[src/rtl/hazard_unit_if.sv]
// Hazard unit port bundle: decoded register fields and control bits from the
// D/E/M/W stages plus cache handshakes in, stall/flush/forward controls out.
interface hazard_unit_if;
    logic [4:0] rs_d_i;
    logic [4:0] rt_d_i;
    logic       branch_d_i;
    logic       pc_src_d_i;
    logic [4:0] rs_e_i;
    logic [4:0] rt_e_i;
    logic [4:0] write_reg_e_i;
    logic       reg_write_e_i;
    logic       mem_to_reg_e_i;
    logic [4:0] write_reg_m_i;
    logic       reg_write_m_i;
    logic       mem_to_reg_m_i;
    logic [4:0] write_reg_w_i;
    logic       reg_write_w_i;
    logic       md_start_e_i;
    logic       icache_miss_i;
    logic       icache_ready_i;
    logic       dcache_miss_i;
    logic       dcache_ready_i;
    logic       stall_f_o;
    logic       stall_d_o;
    logic       stall_e_o;
    logic       stall_m_o;
    logic       stall_w_o;
    logic       flush_d_o;
    logic       flush_e_o;
    logic       flush_m_o;
    logic       forward_a_d_o;
    logic       forward_b_d_o;
    logic [1:0] forward_a_e_o;
    logic [1:0] forward_b_e_o;
    logic       md_busy_o;

    // Hazard unit side
    modport slave (
        input  rs_d_i, rt_d_i, branch_d_i, pc_src_d_i,
        input  rs_e_i, rt_e_i, write_reg_e_i, reg_write_e_i, mem_to_reg_e_i,
        input  write_reg_m_i, reg_write_m_i, mem_to_reg_m_i,
        input  write_reg_w_i, reg_write_w_i, md_start_e_i,
        input  icache_miss_i, icache_ready_i, dcache_miss_i, dcache_ready_i,
        output stall_f_o, stall_d_o, stall_e_o, stall_m_o, stall_w_o,
        output flush_d_o, flush_e_o, flush_m_o,
        output forward_a_d_o, forward_b_d_o, forward_a_e_o, forward_b_e_o,
        output md_busy_o
    );

    // Datapath side
    modport master (
        output rs_d_i, rt_d_i, branch_d_i, pc_src_d_i,
        output rs_e_i, rt_e_i, write_reg_e_i, reg_write_e_i, mem_to_reg_e_i,
        output write_reg_m_i, reg_write_m_i, mem_to_reg_m_i,
        output write_reg_w_i, reg_write_w_i, md_start_e_i,
        output icache_miss_i, icache_ready_i, dcache_miss_i, dcache_ready_i,
        input  stall_f_o, stall_d_o, stall_e_o, stall_m_o, stall_w_o,
        input  flush_d_o, flush_e_o, flush_m_o,
        input  forward_a_d_o, forward_b_d_o, forward_a_e_o, forward_b_e_o,
        input  md_busy_o
    );
endinterface

[src/rtl/hazard_unit.sv]
// Pipeline hazard unit: operand forwarding, load-use and branch-compare
// bubbles, cache-miss wait sequencing and multi-cycle mult/div hold.
module hazard_unit #(
    parameter int unsigned MD_LATENCY = 32
) (
    input  logic           clk_i,
    input  logic           rst_i,
    hazard_unit_if.slave   hz
);
    localparam int unsigned CNT_W = (MD_LATENCY > 2) ? $clog2(MD_LATENCY) : 1;

    typedef enum logic [1:0] {
        ST_IDLE   = 2'd0,
        ST_D_WAIT = 2'd1,
        ST_I_WAIT = 2'd2
    } state_t;

    state_t           r_state;
    logic [CNT_W-1:0] r_md_cnt;

    logic             w_lw_stall;
    logic             w_br_stall;
    logic             w_md_busy;
    logic             w_d_hold;
    logic             w_i_hold;
    logic [4:0]       w_stall;   // {f, d, e, m, w}
    logic [2:0]       w_flush;   // {d, e, m}
    logic [1:0]       w_fwd_a_e;
    logic [1:0]       w_fwd_b_e;
    logic             w_fwd_a_d;
    logic             w_fwd_b_d;
    logic             w_md_busy_out;

    // Cache-wait FSM and mult/div occupancy counter; both drop their work on reset
    always_ff @(posedge clk_i or posedge rst_i) begin
        if (rst_i) begin
            r_state  <= ST_IDLE;
            r_md_cnt <= {CNT_W{1'b0}};
        end else begin
            case (r_state)
                ST_IDLE: begin
                    // The D-side miss belongs to the older instruction, so it wins
                    if (hz.dcache_miss_i) begin
                        r_state <= ST_D_WAIT;
                    end else if (hz.icache_miss_i) begin
                        r_state <= ST_I_WAIT;
                    end else begin
                        r_state <= ST_IDLE;
                    end
                end
                ST_D_WAIT: begin
                    if (hz.dcache_ready_i) begin
                        r_state <= ST_IDLE;
                    end else begin
                        r_state <= ST_D_WAIT;
                    end
                end
                ST_I_WAIT: begin
                    if (hz.icache_ready_i) begin
                        r_state <= ST_IDLE;
                    end else begin
                        r_state <= ST_I_WAIT;
                    end
                end
                default: begin
                    r_state <= ST_IDLE;
                end
            endcase

            // The unit's progress is frozen while the whole pipe waits on the D-side
            if (r_state != ST_D_WAIT) begin
                if (r_md_cnt != {CNT_W{1'b0}}) begin
                    r_md_cnt <= r_md_cnt - CNT_W'(1);
                end else if (hz.md_start_e_i) begin
                    r_md_cnt <= CNT_W'(MD_LATENCY - 1);
                end else begin
                    r_md_cnt <= r_md_cnt;
                end
            end else begin
                r_md_cnt <= r_md_cnt;
            end
        end
    end

    // Hazard detection terms; register 0 is hardwired so it never forms a branch dependency
    always_comb begin
        w_lw_stall = hz.mem_to_reg_e_i &&
                     ((hz.rt_e_i == hz.rs_d_i) || (hz.rt_e_i == hz.rt_d_i));
        w_br_stall = hz.branch_d_i && (
            (hz.reg_write_e_i && (hz.write_reg_e_i != 5'd0) &&
             ((hz.write_reg_e_i == hz.rs_d_i) || (hz.write_reg_e_i == hz.rt_d_i))) ||
            (hz.mem_to_reg_m_i && (hz.write_reg_m_i != 5'd0) &&
             ((hz.write_reg_m_i == hz.rs_d_i) || (hz.write_reg_m_i == hz.rt_d_i))));
        w_md_busy  = (r_md_cnt != {CNT_W{1'b0}}) ||
                     (hz.md_start_e_i && (r_md_cnt == {CNT_W{1'b0}}));
        w_d_hold   = (r_state == ST_D_WAIT) || ((r_state == ST_IDLE) && hz.dcache_miss_i);
        w_i_hold   = (r_state == ST_I_WAIT) || ((r_state == ST_IDLE) && hz.icache_miss_i);
    end

    // Forwarding selects; the M result is younger than W so it takes precedence
    always_comb begin
        w_fwd_a_e = 2'b00;
        w_fwd_b_e = 2'b00;
        w_fwd_a_d = 1'b0;
        w_fwd_b_d = 1'b0;
        if (rst_i) begin
            w_fwd_a_e = 2'b00;
            w_fwd_b_e = 2'b00;
        end else begin
            if ((hz.rs_e_i != 5'd0) && hz.reg_write_m_i && (hz.write_reg_m_i == hz.rs_e_i)) begin
                w_fwd_a_e = 2'b10;
            end else if ((hz.rs_e_i != 5'd0) && hz.reg_write_w_i && (hz.write_reg_w_i == hz.rs_e_i)) begin
                w_fwd_a_e = 2'b01;
            end else begin
                w_fwd_a_e = 2'b00;
            end
            if ((hz.rt_e_i != 5'd0) && hz.reg_write_m_i && (hz.write_reg_m_i == hz.rt_e_i)) begin
                w_fwd_b_e = 2'b10;
            end else if ((hz.rt_e_i != 5'd0) && hz.reg_write_w_i && (hz.write_reg_w_i == hz.rt_e_i)) begin
                w_fwd_b_e = 2'b01;
            end else begin
                w_fwd_b_e = 2'b00;
            end
            w_fwd_a_d = (hz.rs_d_i != 5'd0) && hz.reg_write_m_i && (hz.write_reg_m_i == hz.rs_d_i);
            w_fwd_b_d = (hz.rt_d_i != 5'd0) && hz.reg_write_m_i && (hz.write_reg_m_i == hz.rt_d_i);
        end
    end

    // Prioritised stall/flush selection; a stage is never both held and bubbled
    always_comb begin
        w_stall       = 5'b00000;
        w_flush       = 3'b000;
        w_md_busy_out = 1'b0;
        if (rst_i) begin
            w_stall       = 5'b00000;
            w_flush       = 3'b000;
            w_md_busy_out = 1'b0;
        end else begin
            w_md_busy_out = w_md_busy;
            if (w_d_hold) begin
                w_stall = 5'b11111;
            end else if (w_md_busy) begin
                w_stall = 5'b11100;
                w_flush = 3'b001;
            end else if (w_lw_stall || w_br_stall) begin
                w_stall = 5'b11000;
                w_flush = 3'b010;
            end else if (w_i_hold) begin
                w_stall = 5'b10000;
                w_flush = 3'b100;
            end else if (hz.pc_src_d_i) begin
                w_flush = 3'b100;
            end else begin
                w_stall = 5'b00000;
                w_flush = 3'b000;
            end
        end
    end

    assign hz.stall_f_o     = w_stall[4];
    assign hz.stall_d_o     = w_stall[3];
    assign hz.stall_e_o     = w_stall[2];
    assign hz.stall_m_o     = w_stall[1];
    assign hz.stall_w_o     = w_stall[0];
    assign hz.flush_d_o     = w_flush[2];
    assign hz.flush_e_o     = w_flush[1];
    assign hz.flush_m_o     = w_flush[0];
    assign hz.forward_a_e_o = w_fwd_a_e;
    assign hz.forward_b_e_o = w_fwd_b_e;
    assign hz.forward_a_d_o = w_fwd_a_d;
    assign hz.forward_b_d_o = w_fwd_b_d;
    assign hz.md_busy_o     = w_md_busy_out;
endmodule

[src/flat_wrapper.sv]
// flat-port wrapper written by rule: the top's interface ports become plain ports
module hazard_unit_flat 
#(
    parameter int unsigned MD_LATENCY = 32
)
  (clk_i, rst_i, hz_rs_d_i, hz_rt_d_i, hz_branch_d_i, hz_pc_src_d_i, hz_rs_e_i, hz_rt_e_i, hz_write_reg_e_i, hz_reg_write_e_i, hz_mem_to_reg_e_i, hz_write_reg_m_i, hz_reg_write_m_i, hz_mem_to_reg_m_i, hz_write_reg_w_i, hz_reg_write_w_i, hz_md_start_e_i, hz_icache_miss_i, hz_icache_ready_i, hz_dcache_miss_i, hz_dcache_ready_i, hz_stall_f_o, hz_stall_d_o, hz_stall_e_o, hz_stall_m_o, hz_stall_w_o, hz_flush_d_o, hz_flush_e_o, hz_flush_m_o, hz_forward_a_d_o, hz_forward_b_d_o, hz_forward_a_e_o, hz_forward_b_e_o, hz_md_busy_o);
  hazard_unit_if hz_i ();
  input  logic clk_i;
  input  logic rst_i;
  input wire logic [$bits(hz_i.rs_d_i)-1:0] hz_rs_d_i;
  input wire logic [$bits(hz_i.rt_d_i)-1:0] hz_rt_d_i;
  input wire logic [$bits(hz_i.branch_d_i)-1:0] hz_branch_d_i;
  input wire logic [$bits(hz_i.pc_src_d_i)-1:0] hz_pc_src_d_i;
  input wire logic [$bits(hz_i.rs_e_i)-1:0] hz_rs_e_i;
  input wire logic [$bits(hz_i.rt_e_i)-1:0] hz_rt_e_i;
  input wire logic [$bits(hz_i.write_reg_e_i)-1:0] hz_write_reg_e_i;
  input wire logic [$bits(hz_i.reg_write_e_i)-1:0] hz_reg_write_e_i;
  input wire logic [$bits(hz_i.mem_to_reg_e_i)-1:0] hz_mem_to_reg_e_i;
  input wire logic [$bits(hz_i.write_reg_m_i)-1:0] hz_write_reg_m_i;
  input wire logic [$bits(hz_i.reg_write_m_i)-1:0] hz_reg_write_m_i;
  input wire logic [$bits(hz_i.mem_to_reg_m_i)-1:0] hz_mem_to_reg_m_i;
  input wire logic [$bits(hz_i.write_reg_w_i)-1:0] hz_write_reg_w_i;
  input wire logic [$bits(hz_i.reg_write_w_i)-1:0] hz_reg_write_w_i;
  input wire logic [$bits(hz_i.md_start_e_i)-1:0] hz_md_start_e_i;
  input wire logic [$bits(hz_i.icache_miss_i)-1:0] hz_icache_miss_i;
  input wire logic [$bits(hz_i.icache_ready_i)-1:0] hz_icache_ready_i;
  input wire logic [$bits(hz_i.dcache_miss_i)-1:0] hz_dcache_miss_i;
  input wire logic [$bits(hz_i.dcache_ready_i)-1:0] hz_dcache_ready_i;
  output wire logic [$bits(hz_i.stall_f_o)-1:0] hz_stall_f_o;
  output wire logic [$bits(hz_i.stall_d_o)-1:0] hz_stall_d_o;
  output wire logic [$bits(hz_i.stall_e_o)-1:0] hz_stall_e_o;
  output wire logic [$bits(hz_i.stall_m_o)-1:0] hz_stall_m_o;
  output wire logic [$bits(hz_i.stall_w_o)-1:0] hz_stall_w_o;
  output wire logic [$bits(hz_i.flush_d_o)-1:0] hz_flush_d_o;
  output wire logic [$bits(hz_i.flush_e_o)-1:0] hz_flush_e_o;
  output wire logic [$bits(hz_i.flush_m_o)-1:0] hz_flush_m_o;
  output wire logic [$bits(hz_i.forward_a_d_o)-1:0] hz_forward_a_d_o;
  output wire logic [$bits(hz_i.forward_b_d_o)-1:0] hz_forward_b_d_o;
  output wire logic [$bits(hz_i.forward_a_e_o)-1:0] hz_forward_a_e_o;
  output wire logic [$bits(hz_i.forward_b_e_o)-1:0] hz_forward_b_e_o;
  output wire logic [$bits(hz_i.md_busy_o)-1:0] hz_md_busy_o;
  assign hz_i.rs_d_i = hz_rs_d_i;
  assign hz_i.rt_d_i = hz_rt_d_i;
  assign hz_i.branch_d_i = hz_branch_d_i;
  assign hz_i.pc_src_d_i = hz_pc_src_d_i;
  assign hz_i.rs_e_i = hz_rs_e_i;
  assign hz_i.rt_e_i = hz_rt_e_i;
  assign hz_i.write_reg_e_i = hz_write_reg_e_i;
  assign hz_i.reg_write_e_i = hz_reg_write_e_i;
  assign hz_i.mem_to_reg_e_i = hz_mem_to_reg_e_i;
  assign hz_i.write_reg_m_i = hz_write_reg_m_i;
  assign hz_i.reg_write_m_i = hz_reg_write_m_i;
  assign hz_i.mem_to_reg_m_i = hz_mem_to_reg_m_i;
  assign hz_i.write_reg_w_i = hz_write_reg_w_i;
  assign hz_i.reg_write_w_i = hz_reg_write_w_i;
  assign hz_i.md_start_e_i = hz_md_start_e_i;
  assign hz_i.icache_miss_i = hz_icache_miss_i;
  assign hz_i.icache_ready_i = hz_icache_ready_i;
  assign hz_i.dcache_miss_i = hz_dcache_miss_i;
  assign hz_i.dcache_ready_i = hz_dcache_ready_i;
  assign hz_stall_f_o = hz_i.stall_f_o;
  assign hz_stall_d_o = hz_i.stall_d_o;
  assign hz_stall_e_o = hz_i.stall_e_o;
  assign hz_stall_m_o = hz_i.stall_m_o;
  assign hz_stall_w_o = hz_i.stall_w_o;
  assign hz_flush_d_o = hz_i.flush_d_o;
  assign hz_flush_e_o = hz_i.flush_e_o;
  assign hz_flush_m_o = hz_i.flush_m_o;
  assign hz_forward_a_d_o = hz_i.forward_a_d_o;
  assign hz_forward_b_d_o = hz_i.forward_b_d_o;
  assign hz_forward_a_e_o = hz_i.forward_a_e_o;
  assign hz_forward_b_e_o = hz_i.forward_b_e_o;
  assign hz_md_busy_o = hz_i.md_busy_o;
  hazard_unit #(.MD_LATENCY(MD_LATENCY)) u_core (.clk_i(clk_i), .rst_i(rst_i), .hz(hz_i));
endmodule
[config.mk]
export PLATFORM = sky130hd
export DESIGN_NAME = hazard_unit_flat
export DESIGN_NICKNAME = d
export VERILOG_FILES = /design/src/rtl/hazard_unit_if.sv /design/src/rtl/hazard_unit.sv /design/src/flat_wrapper.sv
export SDC_FILE = /design/constraint.sdc
export NUM_CORES = 1
export LEC_CHECK = 0
export ABC_AREA = 1
export ABC_CLOCK_PERIOD_IN_PS = 2690
export BUFFER_PORTS_ARGS = -buffer_cell sky130_fd_sc_hd__buf_2
export CAP_MARGIN = 20
export CORE_ASPECT_RATIO = 1.1
export CORE_MARGIN = 8
export CORE_UTILIZATION = 46
export CTS_CLUSTER_SIZE = 12
export DETAILED_ROUTE_END_ITERATION = 16
export PLACE_DENSITY = 0.86
export SLEW_MARGIN = 5
export SYNTH_ARGS = -nofsm -noshare
export SYNTH_HDL_FRONTEND = slang
export SYNTH_SLANG_ARGS = --single-unit
[constraint.sdc]
create_clock -name clk_i -period 2.69 [get_ports clk_i]
set_input_delay 0.6725 -clock clk_i [delete_from_list [all_inputs] [get_ports clk_i]]
set_output_delay 0.6725 -clock clk_i [all_outputs]
set_load 0.01 [all_outputs]
==> flow_summary.ini <==
[drt]
finalWirelength_um = 4250
vias_per_cell = 5.17
ant_nets = 0
drt-initial-drc-count = 107
route.vias.total = 1743
wl_per_cell_um = 12.6
drt_pass1_iterations = 4
drc_errors = 0

[critical_path]
worstSetupStartpointType = flip-flop
crit_slowest_cell = dfrtp_1
path_class = reg2out
critPathArrivalTime_ns = 1.98
reg2reg_depth = 11
required_ns = 2.02
slowest_delay_ns = 0.40
crit_path_end_kind = primary output
crit_fanout = 3
crit_chain = inv_2 -> ha_4 -> inv_2 -> nor2_1 -> inv_1 -> or2_4 -> nor2_4 -> nand2_4 -> nor2_4 -> nand3_2 -> nand2_2 -> nand2_2 -> buf_6

[final_layout]
diodes = 0
final_core_util_pct = 63.9
layout.area.seq_um2 = 175
multi_input_area_um2 = 985
fillers = 271
finalNonFillerCells = 337
design_area_mm2 = 0.00174
area_delta_synth_final_pct = 34.6
nets = 355
layout-drive-gt1-share_pct = 29.6

[power]
power_density_mw_per_mm2 = 431
power_leakage_uw = 0.00103
ir_drop_mv = 0.504

[synthesis]
synth_area_mm2 = 0.00130
yosys-top-cells-area = nand2_1 (21%), dfrtp_1 (14%), inv_1 (11%), nor2_1 (7.5%), xor2_1 (6.8%)
syn_area_per_cell_um2 = 5.54
seq_area_frac_synth_pct = 13.5
synth_edf_count = 0
ys_ff_latch = 7
synth_cells = 234
synthMostInstantiatedCell = nand2_1
synth_common_cells = nand2_1 (73), inv_1 (39), nor2_1 (26)
yosysTopAreaCell = nand2_1
synth_top_area_share_pct = 21.1
yosys.cell_types.count = 30
syn_nets = 284
synthArstFlopShare_pct = 100
yosys_warnings = 0
synthFlopType = dfrtp_1

[grt]
grt_pass1_vias = 1640
grt_usage_pct = 17.1
grt-ovfl-total = 0
grt_pass1_wl_um = 6870
grt_max_degree = 9
antenna_found_initial = 0

[sta]
timing.final.ws_setup_ns = 0.0379
fin_crit_sh_pct = 98.6
clock_skew_ns = 0.00387
drv_slew = 0
period_needed_ns = 2.65
relSlewSlack_pct = 76.4
rsz0062_at_grt = true
max_freq_mhz = 377
hold_viol = 0
setup_viol = 0
holdWs_ns = 0.396
worst_slew_pin_slew_ns = 0.351

[floorplanning]
fp.dieW_um = 66.6
ioPinCount = 64
die_y_um = 71.7
start_util_pct = 47.5
core_area_mm2 = 0.00273
die_area_mm2 = 0.00477
num_rows = 20

[placed_design]
port_buffers = 63
post_dp_cell_area_mm2 = 0.00165
place_congestion = 0.931
place_inst = 329
pre_cts_ws_ns = 0.210
place_hpwl_um = 3510

[clock_network]
cts_root_buf = clkbuf_4
cts_buffers = 3
clock_sinks = 7
clk_latency_ns = 0.25
clock_path_buffers = 2
clk_pin_slew_ns = 0.05
cts_tree = yes
ctsHoldBuffers = 0
htreeDepth = 1

[worst_hold_path]
hp-class = in2async

[outcome]
outcome = completed

[flow_run]
cap_violations = 0
cell usage in the layout, fill, tap and decap left out, drive strengths merged:
| master | instances |
|---|---|
| nand3b | 1 |
| a221oi | 1 |
| a21oi | 6 |
| a211o | 1 |
| clkbuf | 4 |
| nand2 | 76 |
| ha | 1 |
| o22ai | 4 |
| or2 | 1 |
| o221a | 1 |
| nand4 | 3 |
| dfrtp | 7 |
| nor3 | 8 |
| nand3 | 12 |
| nor4 | 1 |
| o21ai | 13 |
| or4 | 1 |
| xnor2 | 9 |
| buf | 69 |
| xor2 | 10 |
| a211oi | 5 |
| a311oi | 2 |
| nor2 | 28 |
| inv | 40 |
metrics by stage:
step | setup TNS, ns | power, uW
after floorplan | 0 | 445
after global placement | 0 | 567
after detailed placement | 0 | 581
after CTS | 0 | 678
after global routing | -0.283 | 822
final | 0 | 751
cell type report:
type	instances	share of cell area, %
Timing Repair Buffer	69	21.0
Tap cell	33	2.37
Sequential cell	7	10.0
Multi-Input combinational cell	184	56.5
Inverter	40	8.61
Clock buffer	4	1.51
sequential cells by signal, indices dropped and copies added (netlist names):
| register | flops |
|---|---|
| u_core.r_md_cnt | 5 |
| u_core.r_state | 2 |
cell families after synthesis:
| family | after synthesis | synth area share [%] |
|---|---|---|
| simple gates | 131 | 43.7 |
| flops | 7 | 13.5 |
| fa+ha+maj | 1 | 0.965 |
| xor+xnor | 19 | 12.8 |
| buf+inv | 43 | 12.9 |
| compound gates | 33 | 16.0 |
power breakdown:
| group | switching [uW] | leakage [uW] | internal (uW) |
|---|---|---|---|
| sequential | 44.3 | 0.0000855 | 154 |
| clock | 39.1 | 0.0000150 | 56.6 |
| combinational | 255 | 0.000929 | 202 |
final timing paths:
| kind | start | endpoint | slack, ns |
|---|---|---|---|
| worst max-delay path | u_core.r_md_cnt[0]$_DFFE_PP0P_ | hz_stall_f_o | 0.04 |
| worst min-delay path | rst_i | u_core.r_md_cnt[2]$_DFFE_PP0P_ | 0.40 |
| worst max register to register | u_core.r_md_cnt[0]$_DFFE_PP0P_ | u_core.r_md_cnt[3]$_DFFE_PP0P_ | 0.95 |
| worst min register to register | u_core.r_state[0]$_DFF_PP0_ | u_core.r_state[0]$_DFF_PP0_ | 0.48 |
| max in group asynchronous | rst_i | u_core.r_md_cnt[0]$_DFFE_PP0P_ | 1.91 |
| min in group clk_i | u_core.r_state[0]$_DFF_PP0_ | u_core.r_state[0]$_DFF_PP0_ | 0.48 |
routing by layer:
| layer | vias up | part of all wire [%] | global-route usage [%] |
|---|---|---|---|
| li1 | 891 | - | - |
| met1 | 779 | 39 | 20.8 |
| met2 | 67 | 50 | 29.7 |
| met3 | 6 | 9.3 | 3.59 |
| met4 | 0 | 0.99 | 3.56 |
| met5 | - | 0 | 0 |
critical path: cells and delay by family, from the launching register on:
family        cells  cell delay, ns
simple gates      8            0.90
fa+ha+maj         1            0.12
buf+inv           4            0.31
flops             1            0.40
repair_timing:
action                                  CTS  global route
endpoints found under the setup margin    0             4
resized for setup                         0            11
setup buffers                             0             4
Power figures use the tool's default switching activity.
